==> src/rtl/pixel_unpack_stream.sv <==
// Serialises 32-bit words of four packed grey pixels into one 8-bit pixel per cycle,
// tracking the frame position and dropping padding lanes after a frame's last pixel.
module pixel_unpack_stream #(
    parameter int unsigned FRAME_PIXELS = 1024,
    parameter int unsigned IDX_W        = 24
) (
    input  logic             clock,
    input  logic             resetn,
    input  logic [31:0]      in_data,
    input  logic             in_valid,
    output logic             in_ready,
    output logic [7:0]       out_pix,
    output logic             out_valid,
    input  logic             out_ready,
    output logic             out_last,
    output logic [IDX_W-1:0] out_index
);
    localparam logic [IDX_W-1:0] LAST_IDX = IDX_W'(FRAME_PIXELS - 1);

    logic [31:0]      wbuf_q, wbuf_d;
    logic [1:0]       lane_q, lane_d;
    logic             full_q, full_d;
    logic [IDX_W-1:0] idx_q,  idx_d;

    logic at_last, fire, done, accept;

    assign at_last   = (idx_q == LAST_IDX);
    assign out_valid = full_q;
    assign out_pix   = wbuf_q[{lane_q, 3'b000} +: 8];
    assign out_last  = full_q & at_last;
    assign out_index = idx_q;

    // A word finishes on its fourth lane or early on the frame's last pixel,
    // which frees the buffer for a refill in the same cycle.
    assign fire     = full_q & out_ready;
    assign done     = fire & ((lane_q == 2'd3) | at_last);
    assign in_ready = ~full_q | done;
    assign accept   = in_valid & in_ready;

    always_comb begin
        wbuf_d = wbuf_q;
        lane_d = lane_q;
        full_d = full_q;
        idx_d  = idx_q;
        if (accept) begin
            wbuf_d = in_data;
            full_d = 1'b1;
            lane_d = 2'd0;
        end else if (fire) begin
            if (done) begin
                full_d = 1'b0;
                lane_d = 2'd0;
            end else begin
                lane_d = lane_q + 2'd1;
            end
        end
        if (fire) begin
            idx_d = at_last ? '0 : idx_q + IDX_W'(1);
        end
    end

    always_ff @(posedge clock or negedge resetn) begin
        if (!resetn) begin
            wbuf_q <= '0;
            lane_q <= '0;
            full_q <= 1'b0;
            idx_q  <= '0;
        end else begin
            wbuf_q <= wbuf_d;
            lane_q <= lane_d;
            full_q <= full_d;
            idx_q  <= idx_d;
        end
    end
endmodule

==> config.mk <==
export PLATFORM = sky130hd
export DESIGN_NAME = pixel_unpack_stream
export DESIGN_NICKNAME = d
export VERILOG_FILES = /design/src/rtl/pixel_unpack_stream.sv
export SDC_FILE = /design/constraint.sdc
export NUM_CORES = 1
export LEC_CHECK = 0
export ABC_AREA = 0
export CAP_MARGIN = 20
export CORE_MARGIN = 1
export CORE_UTILIZATION = 45
export DETAILED_ROUTE_END_ITERATION = 8
export MAX_ROUTING_LAYER = met4
export PLACE_DENSITY = 0.74
export SETUP_SLACK_MARGIN = 0.4
export SLEW_MARGIN = 20
export SYNTH_ARGS = -nofsm -noshare
export SYNTH_HDL_FRONTEND = slang
export SYNTH_SLANG_ARGS = --single-unit
==> constraint.sdc <==
create_clock -name clock -period 2.45 [get_ports clock]
set_input_delay 0.6125 -clock clock [delete_from_list [all_inputs] [get_ports clock]]
set_output_delay 0.6125 -clock clock [all_outputs]
set_load 0.005 [all_outputs]
# After elaboration in Yosys (flattened, before gate mapping)
# Cells that the tools add are included.
[classes] n_addsub=2 n_mux=7 shift=1 bitwise=7 n_reduce_logical=3 n_eq_ne=2
[op_table] op="32-bit by 6-bit indexed part select with 8-bit output" count=1
[op_table] op="24-bit by 1-bit adder with 24-bit output (second input constant)" count=1
[op_table] op="24-bit by 10-bit equality test with 1-bit output (second input constant)" count=1
[op_table] op="24-bit two-way mux" count=1
[op_table] op="2-bit two-way mux" count=3
[op_table] op="1-bit bitwise AND" count=4
[op_table] op="2-bit nonzero test" count=2
[op_table] op="1-bit two-way mux" count=3
[op_table] op="2-bit by 1-bit adder with 2-bit output (second input constant)" count=1
[op_table] op="2-bit equality test (second input constant)" count=1
[op_table] op="1-bit bitwise OR" count=2
[op_table] op="2-bit AND reduction" count=1
[op_table] op="1-bit inverter" count=1
[totals] out_inout_bits=35 wordCells=26 inputBits=36 ff_bits=59

# Depth between registers and ports, before layout
[depth] depth_word=7 ltp_mapped=6

# Least setup slack after synthesis
# Ideal clock, no wire load.
[synth_path] kind="register -> output" startpoint="register idx_q[10], in the netlist out_index[10]" endpoint="output in_ready" arrival_time_ps=1496 path_stages_with_launch=5 setup_slack_ps=342 path_cell_list="dfrtp_1 -> nor4_4 -> nand4bb_4 -> nor3_1 -> o31a_1"
[synth_via] elab_chain_cells=4
[synth_lines] element="from (decl)" line="23" text="logic [IDX_W-1:0] idx_q, idx_d;"
[synth_lines] element="from (signal assigned)" line="72" text="idx_q <= idx_d;"
[synth_lines] element="24-bit by 10-bit equality test with 1-bit output" line="27" text="assign at_last = (idx_q == LAST_IDX);"
[synth_lines] element="1-bit bitwise OR" line="36" text="assign done = fire & ((lane_q == 2'd3) | at_last);"
[synth_lines] element="1-bit bitwise AND" line="36"
[synth_lines] element="1-bit bitwise OR" line="37" text="assign in_ready = ~full_q | done;"
[synth_lines] element="to (decl)" line="11" text="output logic in_ready,"
# Every way passes these cells.

# Final worst setup path
# Ends and elaborated chain as after synthesis.

==> metrics.md <==
| Metric | Value |
|---|---|
| DRT Wirelength | `~7 mm` |
| Worst path slowest cell | `dfrtp_1` |
| Critical Path RT | `1840 ps` |
| Chip Height | `slightly above 80 um` |
| # DRC | `0` |
| CP cell instances | `nor4_4 -> nand4bb_4 -> nor3_2 -> o31a_1 -> buf_2` |
| Fin. Hold Viols | `0` |
| Routability-driven placement congestion ratio | `0.8174` |
| Largest net degree at the start of global routing | `60` |
| H-tree level count | `3` |
| CP arrival | `about 1800 ps` |
| Longest Clk Path Bufs | `2` |
| Mapped Avg Cell Area | `between 10 and 15 um2` |
| Root Driver | `clkbuf_8` |
| Multi-input logic area | `between 0.001 and 0.0015 mm2` |
| CTS tree | `done` |
| Synthesized instance count | `approximately 210` |
| Max_cap viols | `0` |
| Layout cell share with drive strength beyond 1 | `about two fifths` |
| Port bufs | `70` |
| Worst hold path class | `in2async` |
| Synth-to-layout area growth | `51.68%` |
| Worst Setup Start Kind | `flop` |
| Fin Setup TNS | `0 ps` |
| Core area | `0.006061 mm2` |
| Setup violators final | `0` |
| First-pass GRT wire length | `11.10 mm` |
| LEAKAGE | `just over 2 nW` |
| Pwr dens | `a little under 1000 mW/mm2` |
| Pre-CTS setup slack | `-43.08 ps` |
| Die footprint | `just under 0.007 mm2` |
| Global Route Usage Sum | `between 20% and 30%` |
| Synth warnings | `0` |
| Mapped Nets | `roughly 250` |
| Slew HR | `about three quarters` |
| Sequential-to-total area share from yosys stat | `between 50% and 60%` |
| Synth unique cells | `32` |
| # rows | `28` |
| Max-slew violations | `0` |
| Register Area | `0.001478 mm2` |
| Post-Syn Area | `between 0.002 and 0.003 mm2` |
| CTS Hold Bufs | `0` |
| Die width | `approximately 82 um` |
| Inserted Clock Buffers | `9` |
| Antenna diode count | `0` |
| Clock slew at the register clock pins of the worst setup and hold paths | `around 70 ps` |
| Antenna Nets Post-Route | `0` |
| Initial DRC count | `roughly 120` |
| Setup CP Type | `reg2out` |
| Worst Setup End Kind | `output port` |
| TritonCTS Sinks | `59` |
| Fmax achieved | `423.1 MHz` |
| Total grt overflow | `0` |
| Final Worst Setup Slack | `slightly below 90 ps` |
| Critical path fanouts, max | `2` |
| Critical Path Max Stage Delay | `420 ps` |
| DRT Pass-1 Iters | `4` |
| Vias in the first global route | `between 2000 and 2500` |
| Worst-Margin Slew | `around 400 ps` |
| Unrepaired setup endpoints after global routing | `yes` |
| Seq cells post-synth | `59` |
| VDD IR max | `roughly 760 uV` |
| Vias | `between 2000 and 2500` |
| Fillers | `approximately 420` |
| Max Clock Skew | `~6.2 ps` |
| Ports | `71` |
| Status | `finished clean` |
| Number of vias per cell | `5.296` |
| Nets | `around 370` |
| Final HPWL DP | `roughly 4.5 mm` |
| Initial Util | `47.94%` |
| Final min period | `roughly 2400 ps` |
| Worst-Skew Late Latency | `340 ps` |
| Initial antenna violation count | `0` |
| DR WL/cell | `approximately 17 um` |
| Part of the cycle the worst path needs | `a little over nine tenths` |
[where the power goes]
part / internal (W) / switching [W] / total, W
clock network: 0.000684 / 0.000392 / 0.00108
logic: 0.00115 / 0.000539 / 0.00169
registers: 0.00131 / 0.000221 / 0.00153
total: 0.00314 / 0.00115 / 0.00429
[stage by stage]
step | power, W | instances | instance area, um2 | hold slack, ps | utilization, %
floorplan | 0.002415 | 208 | 2910 | 316.9 | -
global placement | 0.003057 | 382 | 3925 | 487.1 | 64.76
detailed placement | 0.003106 | 382 | 3925 | 491.8 | 64.76
CTS | 0.004248 | 409 | 4300 | 285.9 | 70.95
global route | 0.004506 | 415 | 4407 | 292.7 | 72.71
finish | 0.004290 | 415 | 4407 | 284.1 | 72.71
[worst max-delay path, delay by kind of cell, from the launching register on]
family / cells / cell delay, ps
and+or+nand+nor: 3 / 680
DFF: 1 / 420
AOI/OAI and AO/OA: 1 / 190
buffers and inverters: 1 / 120
[timing repair]
item,CTS,global route
resized for setup,56,13
setup buffers,10,6
pin swaps,8,3
endpoints found under the setup margin,42,49
gates cloned,1,0
[logic make-up after synthesis]
logic type      synth area share [%]
simple gates                   13.74
flops                          50.82
mux                            22.48
xor+xnor                       6.632
compound gates                 2.627
buf+inv                        2.842
fa+ha+maj                     0.8612
[sequential cells by signal, indices dropped and copies added (netlist names)]
signal / flops
wbuf_q: 32
out_index: 24
out_valid: 1
lane_q: 2
[metal layers]
layer,part of all wire [%],vias to the layer above,routed length [um],GRT usage (%)
li1,-,1015,-,-
met1,42,1103,2905,27.12
met5,0,-,0,-
met4,2.5,0,172,10.53
met2,52,64,3625,39.34
met3,4.2,16,292,6.264
[layout make-up]
class,instances,share of cell area [%]
Clock buffer,13,4.060
Clock inverter,3,1.533
Inverter,4,0.3407
Multi-Input combinational cell,140,32.00
Sequential cell,59,33.53
Tap cell,75,2.129
Timing Repair Buffer,121,26.41
[cell usage in the layout, fill, tap and decap left out, types with 8 or more instances in the layout]
cell type	count
buf_2	8
buf_4	32
buf_6	18
clkbuf_8	13
clkdlybuf4s50_1	58
dfrtp_1	58
mux2_4	30
mux4_2	8
nand2_1	14
nand3_1	10
nor2_1	10
xnor2_1	16
[synth_stat cells]
master | count | area share [%]
dfrtp_1 | 59 | 51
mux2_4 | 30 | 16
xnor2_1 | 16 | 4.8
nand2_1 | 15 | 1.9
nand3_1 | 11 | 1.9
nor2_1 | 10 | 1.3
mux4_2 | 8 | 6.2
nor4_1 | 6 | 1.3
xor2_1 | 6 | 1.8
nand4_1 | 5 | 1.1
and2_1 | 4 | 0.86
inv_1 | 4 | 0.52
and3_1 | 3 | 0.65
buf_12 | 3 | 2.1
nand2b_1 | 3 | 0.65
nor3_1 | 3 | 0.52
o21ai_0 | 3 | 0.52
and4_1 | 2 | 0.60
ha_1 | 2 | 0.86
mux2_2 | 2 | 0.78
o41ai_1 | 2 | 0.60
a21oi_1 | 1 | 0.17
and3_2 | 1 | 0.26
buf_1 | 1 | 0.13
clkbuf_1 | 1 | 0.13
nand4_4 | 1 | 0.73
nand4bb_4 | 1 | 0.95
nor4_4 | 1 | 0.73
nor4b_1 | 1 | 0.30
o311ai_0 | 1 | 0.30
o31a_1 | 1 | 0.30
o41a_4 | 1 | 0.73
[worst paths after layout]
path	start	endpoint	slack, ps	cells after the start
max	out_index[10]	in_ready	90	5
max in group asynchronous	resetn	lane_q[0]	1910	2
min in group clock	wbuf_q[11]	wbuf_q[11]	510	1
max reg2reg	out_index[10]	wbuf_q[27]	110	8
min	resetn	wbuf_q[24]	280	2
min reg2reg	wbuf_q[11]	wbuf_q[11]	510	1
(Power assumes the default switching activity.)
